===== src/rtl/arb_pkg.sv =====
// Shared types and constants for the round-robin grant arbiter.
// Optional feature macro: ARB_TIMEOUT_EN (see rr_grant_arbiter.sv).
package arb_pkg;

  localparam int unsigned DEFAULT_NUM_REQ = 4;
  localparam int unsigned DEFAULT_TIMEOUT = 16;

  typedef enum logic {
    IDLE,
    GRANT
  } arb_state_e;

  // Width of an owner index for n requesters (never below one bit).
  function automatic int unsigned id_width(input int unsigned n);
    return (n > 1) ? $clog2(n) : 1;
  endfunction

endpackage


===== src/rtl/rr_pick.sv =====
// Combinational highest-index-first pick over a request vector masked to the
// indices strictly below last_id, falling back to the whole vector when the
// masked set is empty. Requesters in i_excl never win.
module rr_pick
  import arb_pkg::*;
#(
  parameter  int unsigned NUM_REQ = DEFAULT_NUM_REQ,
  localparam int unsigned IDW     = id_width(NUM_REQ)
) (
  input  logic [NUM_REQ-1:0] i_req,
  input  logic [IDW-1:0]     i_last_id,
  input  logic [NUM_REQ-1:0] i_excl,
  output logic [IDW-1:0]     o_winner,
  output logic               o_any
);

  logic [NUM_REQ-1:0] w_below;
  logic [NUM_REQ-1:0] w_cand;
  logic [NUM_REQ-1:0] w_masked;
  logic [NUM_REQ-1:0] w_sel;

  // Build the rotation mask and choose between masked and full candidate sets.
  always_comb begin
    w_below = '0;
    for (int unsigned i = 0; i < NUM_REQ; i++) begin
      if (IDW'(i) < i_last_id) w_below[i] = 1'b1;
    end
    w_cand   = i_req & ~i_excl;
    w_masked = w_cand & w_below;
    w_sel    = (|w_masked) ? w_masked : w_cand;
    o_any    = |w_cand;
  end

  // Priority encode: ascending scan so the highest set index wins.
  always_comb begin
    o_winner = '0;
    for (int unsigned i = 0; i < NUM_REQ; i++) begin
      if (w_sel[i]) o_winner = IDW'(i);
    end
  end

endmodule


===== src/rtl/rr_grant_arbiter.sv =====
// Round-robin arbiter with grant-hold. The grant is registered and stays with
// its owner until the owner drops its request; on release the next winner is
// granted directly with no idle cycle.
// Optional feature macro: ARB_TIMEOUT_EN -- when defined, an owner holding the
// grant for TIMEOUT cycles is pre-empted if any other requester is waiting.
module rr_grant_arbiter
  import arb_pkg::*;
#(
  parameter  int unsigned NUM_REQ = DEFAULT_NUM_REQ,
  parameter  int unsigned TIMEOUT = DEFAULT_TIMEOUT,
  localparam int unsigned IDW     = id_width(NUM_REQ)
) (
  input  logic               clk,
  input  logic               rst_n,
  input  logic [NUM_REQ-1:0] req,
  output logic [NUM_REQ-1:0] gnt,
  output logic [IDW-1:0]     gnt_id,
  output logic               gnt_valid
);

  if (NUM_REQ < 2 || TIMEOUT < 2) begin : g_bad_cfg
    $error("rr_grant_arbiter: NUM_REQ and TIMEOUT must both be >= 2");
  end

  arb_state_e         r_state;
  logic [NUM_REQ-1:0] r_gnt;
  logic [IDW-1:0]     r_gnt_id;
  logic               r_valid;
  logic [IDW-1:0]     r_last_id;

  logic               w_owner_req;
  logic               w_preempt;
  logic [NUM_REQ-1:0] w_excl;
  logic [IDW-1:0]     w_winner;
  logic               w_any;
  logic [NUM_REQ-1:0] w_win_1h;

`ifdef ARB_TIMEOUT_EN
  localparam int unsigned CNT_W = $clog2(TIMEOUT);
  localparam logic [CNT_W-1:0] CNT_MAX = CNT_W'(TIMEOUT - 1);

  logic [CNT_W-1:0] r_cnt;

  // Pre-emption is only considered once the owner has used its full slot.
  always_comb begin
    w_preempt = (r_state == GRANT) && w_owner_req && (r_cnt == CNT_MAX);
  end
`else
  // Without the timeout the owner is never pre-empted.
  always_comb begin
    w_preempt = 1'b0;
  end
`endif

  // Owner status and exclusion mask feeding the pick.
  always_comb begin
    w_owner_req = |(req & r_gnt);
    w_excl      = w_preempt ? r_gnt : '0;
    w_win_1h    = NUM_REQ'(1) << w_winner;
  end

  rr_pick #(
    .NUM_REQ(NUM_REQ)
  ) u_pick (
    .i_req    (req),
    .i_last_id(r_last_id),
    .i_excl   (w_excl),
    .o_winner (w_winner),
    .o_any    (w_any)
  );

  // Grant FSM: idle/grant state, registered outputs and rotation pointer.
  always_ff @(posedge clk or negedge rst_n) begin
    if (!rst_n) begin
      r_state   <= IDLE;
      r_gnt     <= '0;
      r_gnt_id  <= '0;
      r_valid   <= 1'b0;
      r_last_id <= '0;
`ifdef ARB_TIMEOUT_EN
      r_cnt     <= '0;
`endif
    end else begin
      case (r_state)
        IDLE: begin
          if (w_any) begin
            r_state   <= GRANT;
            r_gnt     <= w_win_1h;
            r_gnt_id  <= w_winner;
            r_valid   <= 1'b1;
            r_last_id <= w_winner;
`ifdef ARB_TIMEOUT_EN
            r_cnt     <= '0;
`endif
          end
        end
        GRANT: begin
          // Owner still requesting: hold, unless its slot expired and someone
          // else is waiting (w_any already excludes the owner in that case).
          if (w_owner_req && !(w_preempt && w_any)) begin
`ifdef ARB_TIMEOUT_EN
            if (r_cnt != CNT_MAX) r_cnt <= r_cnt + 1'b1;
`endif
          end else if (w_any) begin
            r_gnt     <= w_win_1h;
            r_gnt_id  <= w_winner;
            r_valid   <= 1'b1;
            r_last_id <= w_winner;
`ifdef ARB_TIMEOUT_EN
            r_cnt     <= '0;
`endif
          end else begin
            r_state  <= IDLE;
            r_gnt    <= '0;
            r_gnt_id <= '0;
            r_valid  <= 1'b0;
`ifdef ARB_TIMEOUT_EN
            r_cnt    <= '0;
`endif
          end
        end
        default: begin
          r_state  <= IDLE;
          r_gnt    <= '0;
          r_gnt_id <= '0;
          r_valid  <= 1'b0;
        end
      endcase
    end
  end

  assign gnt       = r_gnt;
  assign gnt_id    = r_gnt_id;
  assign gnt_valid = r_valid;

endmodule


===== config.mk =====
export PLATFORM = sky130hd
export DESIGN_NAME = rr_grant_arbiter
export DESIGN_NICKNAME = d
export VERILOG_FILES = /design/src/rtl/arb_pkg.sv /design/src/rtl/rr_pick.sv /design/src/rtl/rr_grant_arbiter.sv
export SDC_FILE = /design/constraint.sdc
export NUM_CORES = 1
export LEC_CHECK = 0
export CAP_MARGIN = 20
export CORE_AREA = 2 2 39 41
export CTS_CLUSTER_DIAMETER = 30
export CTS_CLUSTER_SIZE = 30
export DETAILED_ROUTE_END_ITERATION = 10
export DIE_AREA = 0 0 41 43
export PLACE_DENSITY = 0.7
export SLEW_MARGIN = 30
export SYNTH_ARGS = -nofsm -noshare
export SYNTH_HDL_FRONTEND = slang
export SYNTH_SLANG_ARGS = --single-unit

===== constraint.sdc =====
create_clock -name clk -period 2.7 [get_ports clk]
set_input_delay 0.81 -clock clk [delete_from_list [all_inputs] [get_ports clk]]
set_output_delay 0.81 -clock clk [all_outputs]
set_load 0.02 [all_outputs]

==> results of run 1 <==
-- cells by family (layout without fill, tap and decap cells) --
kind of cell	after synthesis	in the layout	synth area share
DFF	10	10	0.466
and+or+nand+nor	9	9	0.128
muxes	2	2	0.0373
AOI/OAI and AO/OA	21	21	0.340
buffers and inverters	4	20	0.0280
-- per-layer routing --
layer / up-vias / track usage / wire (um)
li1: 214 / - / -
met1: 218 / 0.185 / 460
met2: 13 / 0.222 / 537
met3: 0 / 0.0942 / 56
met4: 0 / 0.0600 / 0
met5: - / 0 / 0
-- state kept, by name (all words and copies together) (netlist names) --
register and count:
gnt_id 2, gnt_valid 1, r_state 1, r_last_id 2, gnt 4
-- cells in the final DEF, fill, tap and decap left out, drive strengths merged, types with 2 or more instances in the layout --
cell type,instances
dfrtp,10
a21oi,3
nand2,2
mux2i,2
o21ai,2
inv,4
a21o,3
a22oi,2
clkdlybuf4s50,12
and2,2
a32o,2
clkbuf,4
-- power by group through the flow --
| stage | Clock [W] | Combinational [W] | Sequential (W) |
|---|---|---|---|
| 5_1_grt | 0.000148 | 0.000391 | 0.000266 |
| 6_report | 0.000134 | 0.000365 | 0.000257 |
| 4_1_cts | 0.000141 | 0.000367 | 0.000257 |
| 3_3_place_gp | 0 | 0.000364 | 0.000260 |
| 3_5_place_dp | 0 | 0.000363 | 0.000261 |
| 2_1_floorplan | 0 | 0.000190 | 0.000299 |
-- per-stage QoR --
step	instance area [um2]	power, W	hold WS (ns)	setup slack (ns)
2_1_floorplan	537	0.000489	0.514	0.955
3_3_place_gp	677	0.000625	0.468	0.197
3_5_place_dp	677	0.000624	0.469	0.192
4_1_cts	713	0.000765	0.484	0.481
5_1_grt	713	0.000804	0.509	0.394
6_report	713	0.000755	0.478	0.462
-- path summary, 6_finish.rpt --
check	depth (start not counted)	to
max	5	gnt[3]$_DFFE_PN0P_
min	1	gnt_id[1]$_DFFE_PN0P_
max reg2reg	4	r_last_id[0]$_DFFE_PN0P_
min reg2reg	1	gnt_id[1]$_DFFE_PN0P_
max in group asynchronous	1	gnt[2]$_DFFE_PN0P_
min in group asynchronous	1	r_state$_DFF_PN0_
-- final cells by class --
type                       instances  area, um2
clock buffer                       4       36.3
timing repair buffer              12        120
fill                             128        671
sequential                        10        250
inverter                           4       15.0
multi-input combinational         32        272
tap                               16       20.0
==> impl_metrics.yaml, run 1 <==
synth:
  syn_area_um2: 537
  yosysTopAreaCell: "dfrtp_1"
  ys.flop_type: "dfrtp_1"
  synth.most_common_cell: "dfrtp_1"
  synthArstFlopShare: 1.00
  avgSynthCellArea_um2: 11.7
  synthTopCellsByArea: "dfrtp_1 47%, a22oi_2 4.7%, a21o_1 4.2%"
  syn_inst: 46
  synth-seq-cells: 10
  ys_warn_count: 0
  synth_top_area_frac: 0.466
  ys_top_cells_by_count: "10 x dfrtp_1, 4 x inv_1, 3 x a21o_1, 3 x a21oi_1"
  synth_edf_count: 0
  synth_nets: 52
  ys_seq_area_frac: 0.466
  yosysUniqueCellTypes: 24
setup_path:
  r2r_slack_ns: 1.26
  cpPeakStageDelay_ns: 0.56
  startpoint: "req[0]"
  crit_type: "primary input to register"
  crit_required_ns: 2.89
  critPathSlowestCell: "clkdlybuf4s50_1"
  start_kind: "primary input"
  crit_chain: "clkdlybuf4s50_1 -> nor4_4 -> nor2_2 -> a31oi_4 -> mux2i_1"
  cpLargestDelayFamily: "simple AND/OR/NAND/NOR gates"
  crit-reg2reg-launch: "gnt[0]$_DFFE_PN0P_"
  end_kind: "register"
  worstPathArrival_ns: 2.43
  worst-path-buf-inv: 1
  cp_max_fo: 7
sta:
  fin_setup_tns_ns: 0
  slew_headroom: 0.701
  setup_viol: 0
  post-route-period-util: 0.829
  rsz0062_at_grt: "no"
  slew_violations: 0
  worst_pin_slew_ns: 0.447
  min_period_ns: 2.24
  hold_violations: 0
  finClkSkew_ns: 0.00497
  fmax_ghz: 0.447
cells_and_area:
  fin_util: 0.515
  fin_nets: 69
  diodes: 0
  area_growth_syn_to_layout_pct: 32.9
  finalNonFillerCells: 78
  drive_above_1_share: 0.161
clock_tree:
  clkLatencyLatePin_ns: 0.27
  path_clk_slew_ns: 0.06
  h-tree-depth: 1
  cts_made_buffers: 3
  cts_hold_repair.buffers: 0
  cts_root_buf: "clkbuf_4"
  postCtsSetupBuffers: 0
  cts_tree: "built"
  cts.path.max_buffers: 2
  cts_sinks: 10
  cts.repair.resized: 0
routing:
  routed_wl_um: 1050
  routed_via_density: 5.71
  drtPass1Iterations: 4
  ant_nets: 0
  dr.first_iter.drc_count: 10
  wire_per_inst_um: 13.5
  vias: 445
  drc: 0
worst_hold_path:
  hold_path.startpoint: "gnt_id[1]$_DFFE_PN0P_"
  hp-class: "register to register"
placement:
  port_buffers: 12
  dp_cells: 74
  place_congestion: 0.878
  dp_hpwl_um: 804
grt:
  grt_pass1_vias: 408
  grt_max_degree: 11
  grt_pass1_wl_um: 1770
  grt-ovfl-total: 0
  antenna_found_initial: 0
  track_usage: 0.156
power_and_ir_drop:
  peakVddDrop_uv: 469
  p_sw_frac: 0.375
  powerDensity_mw_per_mm2: 1060
  clkPwrFrac: 0.177
  power_frac_seq: 0.340
  internal-power_w: 0.000472
  comb_power_share: 0.483
  p_leak_nw: 0.291
  switchingPower_w: 0.000283
floorplan:
  die_w_um: 41
  ios: 13
  rows: 14
  die_area_mm2: 0.00176
  die_h_um: 43
  core-area_mm2: 0.00138
  start_util: 0.388
run:
  cap_violations: 0
outcome:
  status: "completed"
(Power assumes the default switching activity.)
==> inputs of run 2 (changes only) <==
--- a/config.mk
+++ b/config.mk
@@ -6,12 +6,12 @@
 export NUM_CORES = 1
 export LEC_CHECK = 0
 export CAP_MARGIN = 20
-export CORE_AREA = 2 2 39 41
+export CORE_MARGIN = 2
+export CORE_UTILIZATION = 41
 export CTS_CLUSTER_DIAMETER = 30
 export CTS_CLUSTER_SIZE = 30
 export DETAILED_ROUTE_END_ITERATION = 10
-export DIE_AREA = 0 0 41 43
-export PLACE_DENSITY = 0.7
+export PLACE_DENSITY = 0.74
 export SLEW_MARGIN = 30
 export SYNTH_ARGS = -nofsm -noshare
 export SYNTH_HDL_FRONTEND = slang
==> constraint.sdc (replaced) <==
create_clock -name clk -period 1.8 [get_ports clk]
set_input_delay 0.54 -clock clk [delete_from_list [all_inputs] [get_ports clk]]
set_output_delay 0.54 -clock clk [all_outputs]
set_load 0.02 [all_outputs]
==> run 2 against run 1 <==
Highest routed layer unchanged. Non-clock buffer count grew 9. Core utilization rose by 9.9 points. Die area down 8.4%. Final area up 9.3%. Cell count rose by 10%. Sequential power is 52% higher. Sequential cell count stayed put. Wire length is 11% higher. Critical path depth is 4 lower.
==> impl_metrics.yaml, run 2 (synthesis results as in run 1) <==
run:
  cap_violations: 0
setup_path:
  cp_max_fo: 2
  end_kind: "primary output"
  cpPeakStageDelay_ns: 0.60
  start_kind: "register"
  crit_type: "register to primary output"
  worst-path-buf-inv: 1
  crit_required_ns: 1.26
  worstPathArrival_ns: 1.21
  critPathSlowestCell: "clkdlybuf4s50_1"
  crit_chain: "clkdlybuf4s50_1"
  cpLargestDelayFamily: "buffers and inverters"
grt:
  grt-ovfl-total: 0
  grt_max_degree: 11
  track_usage: 0.198
  grt_pass1_vias: 461
  grt_pass1_wl_um: 2040
  antenna_found_initial: 0
clock_tree:
  clkLatencyLatePin_ns: 0.26
  cts_root_buf: "clkbuf_4"
  postCtsSetupBuffers: 0
  h-tree-depth: 1
  cts_sinks: 10
  cts_hold_repair.buffers: 0
  path_clk_slew_ns: 0.06
  cts_tree: "built"
  cts.path.max_buffers: 2
  cts_made_buffers: 3
floorplan:
  ios: 13
  core-area_mm2: 0.00127
  die_area_mm2: 0.00161
  die_w_um: 40.2
  start_util: 0.423
  rows: 13
  die_h_um: 40.2
placement:
  dp_hpwl_um: 932
  place_congestion: 0.792
  port_buffers: 12
  dp_cells: 82
routing:
  drc: 0
  routed_via_density: 5.35
  ant_nets: 0
  dr.first_iter.drc_count: 9
  vias: 460
  routed_wl_um: 1170
  drtPass1Iterations: 4
  wire_per_inst_um: 13.6
cells_and_area:
  fillerInstances: 108
  finalNonFillerCells: 86
  largest_reg_flops: 4
  fin_util: 0.614
  diodes: 0
  layout_commonest_cell: "dfrtp_1"
  fin_nets: 78
  drive_above_1_share: 0.268
  mostFrequentLayoutCells: "10 x dfrtp_1, 9 x buf_4, 6 x dlygate4sd2_1, 4 x inv_1"
  area_growth_syn_to_layout_pct: 45.2
sta:
  hold_violations: 0
  finClkSkew_ns: 0.00240
  post-route-period-util: 0.970
  min_period_ns: 1.75
  setup_viol: 0
  slew_violations: 0
  fin_setup_tns_ns: 0
  hold_ws_ns: 0.488
  worst_pin_slew_ns: 0.430
  rsz0062_at_grt: "no"
  fmax_ghz: 0.573
  slew_headroom: 0.713
power_and_ir_drop:
  peakVddDrop_uv: 817
  p_leak_nw: 0.369
  powerDensity_mw_per_mm2: 1520
outcome:
  status: "completed"
worst_hold_path:
  hp-class: "register to register"
## run 2: layout make-up
type / instances / area (um2) / area share
Inverter: 4 / 15.0 / 0.0193
Multi-Input combinational cell: 32 / 272 / 0.348
Tap cell: 15 / 18.8 / 0.0241
Timing Repair Buffer: 21 / 188 / 0.241
Sequential cell: 10 / 250 / 0.321
Clock buffer: 4 / 36.3 / 0.0465
## run 2: path summary, 6_finish.rpt
path	startpoint	endpoint	slack (ns)	depth (start not counted)
worst min-delay path	gnt_id[1]$_DFFE_PN0P_	gnt_id[1]$_DFFE_PN0P_	0.49	1
worst max register to register	r_last_id[1]$_DFFE_PN0P_	gnt[2]$_DFFE_PN0P_	0.44	4
min in group asynchronous	rst_n	r_state$_DFF_PN0_	0.58	1
max in group asynchronous	rst_n	gnt_id[0]$_DFFE_PN0P_	0.92	1
worst max-delay path	gnt_id[1]$_DFFE_PN0P_	gnt_id[1]	0.05	1
worst min register to register	gnt_id[1]$_DFFE_PN0P_	gnt_id[1]$_DFFE_PN0P_	0.49	1
## run 2: where the power goes
group | switching, W | internal (W) | total (W)
clock | 0.0000735 | 0.000123 | 0.000196
sequential | 0.0000799 | 0.000310 | 0.000390
combinational | 0.000290 | 0.000308 | 0.000597
total | 0.000443 | 0.000740 | 0.00118
## run 2: what timing repair did
item / 4_1_cts / 5_1_grt
endpoints found under the setup margin: 10 / 3
gates resized for setup: 7 / 3
pin swaps: 0 / 1
## run 2: routing by layer
layer	track usage	up-vias	wire, um
li1	-	232	-
met5	0	-	0
met4	0.0417	0	0
met2	0.298	14	576
met3	0.111	0	73
met1	0.248	214	516
## run 2: metrics by stage
step                instance area, um2  power (W)  setup slack [ns]
detailed placement                 743    0.00102            -0.374
finish                             779    0.00118            0.0537
global route                       779    0.00128            0.0110
floorplan                          537   0.000734             0.325
CTS                                772    0.00119            0.0103
global placement                   743    0.00101            -0.363
==> inputs of run 3 (changes only) <==
--- a/config.mk
+++ b/config.mk
@@ -6,12 +6,15 @@
 export NUM_CORES = 1
 export LEC_CHECK = 0
 export CAP_MARGIN = 20
+export CELL_PAD_IN_SITES_DETAIL_PLACEMENT = 1
+export CELL_PAD_IN_SITES_GLOBAL_PLACEMENT = 2
+export CORE_ASPECT_RATIO = 1.4
 export CORE_MARGIN = 2
-export CORE_UTILIZATION = 41
+export CORE_UTILIZATION = 26
 export CTS_CLUSTER_DIAMETER = 30
 export CTS_CLUSTER_SIZE = 30
 export DETAILED_ROUTE_END_ITERATION = 10
-export PLACE_DENSITY = 0.74
+export PLACE_DENSITY = 0.73
 export SLEW_MARGIN = 30
 export SYNTH_ARGS = -nofsm -noshare
 export SYNTH_HDL_FRONTEND = slang
==> run 3 against run 2 <==
Via count increased by 10%. Wire length rose by 30%. Largest power group unchanged. Die area is 52% higher. Clock power up 11%. Hold slack better by 0.0024 ns. Sequential power up 2%. Sequential cell count unchanged. Cell count grew 9.3%. Core utilization decreased by 20 points. Final area is 3.4% higher. Total power is 3.9% higher. Clock skew up 0.0049 ns.
==> impl_metrics.yaml, run 3 (synthesis results as in run 1) <==
sta:
  hold_violations: 0
  finClkSkew_ns: 0.00731
  worst_pin_slew_ns: 0.447
  slew_violations: 0
  fmax_ghz: 0.624
  post-route-period-util: 0.890
  setup_viol: 0
  rsz0062_at_grt: "no"
  fin_setup_tns_ns: 0
  min_period_ns: 1.60
  finalWorstSetupSlack_ns: 0.198
  slew_headroom: 0.701
placement:
  port_buffers: 12
  place_area_um2: 766
  dp_cells: 90
  place_congestion: 0.745
  dp_hpwl_um: 1170
  pre_cts_slack_ns: -0.387
setup_path:
  start_kind: "primary input"
  r2r_slack_ns: 0.42
  worstPathArrival_ns: 1.83
  crit_required_ns: 2.02
  end_kind: "register"
  cpPeakStageDelay_ns: 0.37
  worst-path-buf-inv: 1
  cp_max_fo: 6
  critPathSlowestCell: "dlygate4sd2_1"
  crit_chain: "dlygate4sd2_1 -> and2_1 -> o221ai_1 -> a211oi_2 -> a22o_1"
  cpLargestDelayFamily: "compound AO/OA/AOI/OAI gates"
  crit_type: "primary input to register"
grt:
  grt-busiest-layer: "met2"
  grt-ovfl-total: 0
  antenna_found_initial: 0
  track_usage: 0.138
  grt_pass1_wl_um: 2420
  met2_usage: 0.242
  grt_pass1_vias: 525
  grt_util_met1: 0.139
  grt_max_degree: 11
  met3_usage: 0.0312
cells_and_area:
  area_growth_syn_to_layout_pct: 50.1
  largest_reg_flops: 4
  layout_commonest_cell: "buf_4"
  finalNonFillerCells: 94
  drive_above_1_share: 0.301
  fillerInstances: 229
  design_area_um2: 806
  mostFrequentLayoutCells: "11 x buf_4, 10 x dfrtp_1, 7 x dlygate4sd2_1, 4 x inv_1, 4 x dlymetal6s2s_1"
  fin_nets: 80
  diodes: 0
clock_tree:
  cts_made_buffers: 3
  postCtsSetupBuffers: 0
  cts.path.max_buffers: 2
  clkLatencyLatePin_ns: 0.28
  cts_sinks: 10
  path_clk_slew_ns: 0.08
  cts_hold_repair.buffers: 0
  cts_root_buf: "clkbuf_4"
  cts_tree: "built"
  h-tree-depth: 1
power_and_ir_drop:
  p_leak_nw: 0.398
  peakVddDrop_uv: 741
  powerDensity_mw_per_mm2: 1530
routing:
  routed_via_density: 5.39
  vias: 507
  ant_nets: 0
  drc: 0
  dr.first_iter.drc_count: 1
  routed_wl_um: 1510
  drtPass1Iterations: 2
  wire_per_inst_um: 16.1
worst_hold_path:
  hp-class: "register to register"
floorplan:
  ios: 13
  core-area_mm2: 0.00195
  die_h_um: 57.8
  start_util: 0.275
  rows: 19
  die_area_mm2: 0.00245
  die_w_um: 42.4
run:
  cap_violations: 0
outcome:
  status: "completed"
[run 3: area by class of cell]
cell class | count | area [um2] | area share
Clock buffer | 4 | 36.3 | 0.0450
Inverter | 4 | 15.0 | 0.0186
Multi-Input combinational cell | 32 | 274 | 0.340
Sequential cell | 10 | 250 | 0.311
Tap cell | 21 | 26.3 | 0.0326
Timing Repair Buffer | 23 | 204 | 0.253
[run 3: path summary, 6_finish.rpt]
path,start,to,depth (start not counted)
min in group asynchronous,rst_n,gnt[1]$_DFFE_PN0P_,1
hold reg to reg,gnt_id[1]$_DFFE_PN0P_,gnt_id[1]$_DFFE_PN0P_,1
setup / recovery,req[2],gnt[2]$_DFFE_PN0P_,5
setup reg to reg,r_last_id[1]$_DFFE_PN0P_,gnt[2]$_DFFE_PN0P_,4
hold / removal,gnt_id[1]$_DFFE_PN0P_,gnt_id[1]$_DFFE_PN0P_,1
max in group asynchronous,rst_n,gnt_id[0]$_DFFE_PN0P_,1
[run 3: per-layer routing]
metal  up-vias  share of wire
met2        13           0.55
met4         0          0.032
met5         -              0
met1       255           0.38
met3         5          0.044
li1        234              -
[run 3: stage by stage]
step	hold WS, ns	total power (W)	util
3_5_place_dp	0.482	0.00105	0.393
2_1_floorplan	0.244	0.000734	-
3_3_place_gp	0.490	0.00104	0.393
4_1_cts	0.503	0.00125	0.407
5_1_grt	0.538	0.00130	0.413
6_report	0.491	0.00123	0.413
[run 3: power by group]
group          internal (W)  switching, W  leakage, nW
Sequential         0.000310     0.0000858        0.119
Clock              0.000123     0.0000935       0.0210
Combinational      0.000311      0.000306        0.258
Total              0.000744      0.000485        0.398
[run 3: worst register-to-register path: stages, from the launching register on]
cell	delay, ns
dfrtp_1	0.45
nand3b_1	0.17
o221ai_1	0.19
a211oi_2	0.33
a22o_1	0.20
[run 3: repair_timing]
action | CTS | global route
resized for setup | 8 | 5
pin swaps | 0 | 2
setup endpoints to repair | 11 | 4
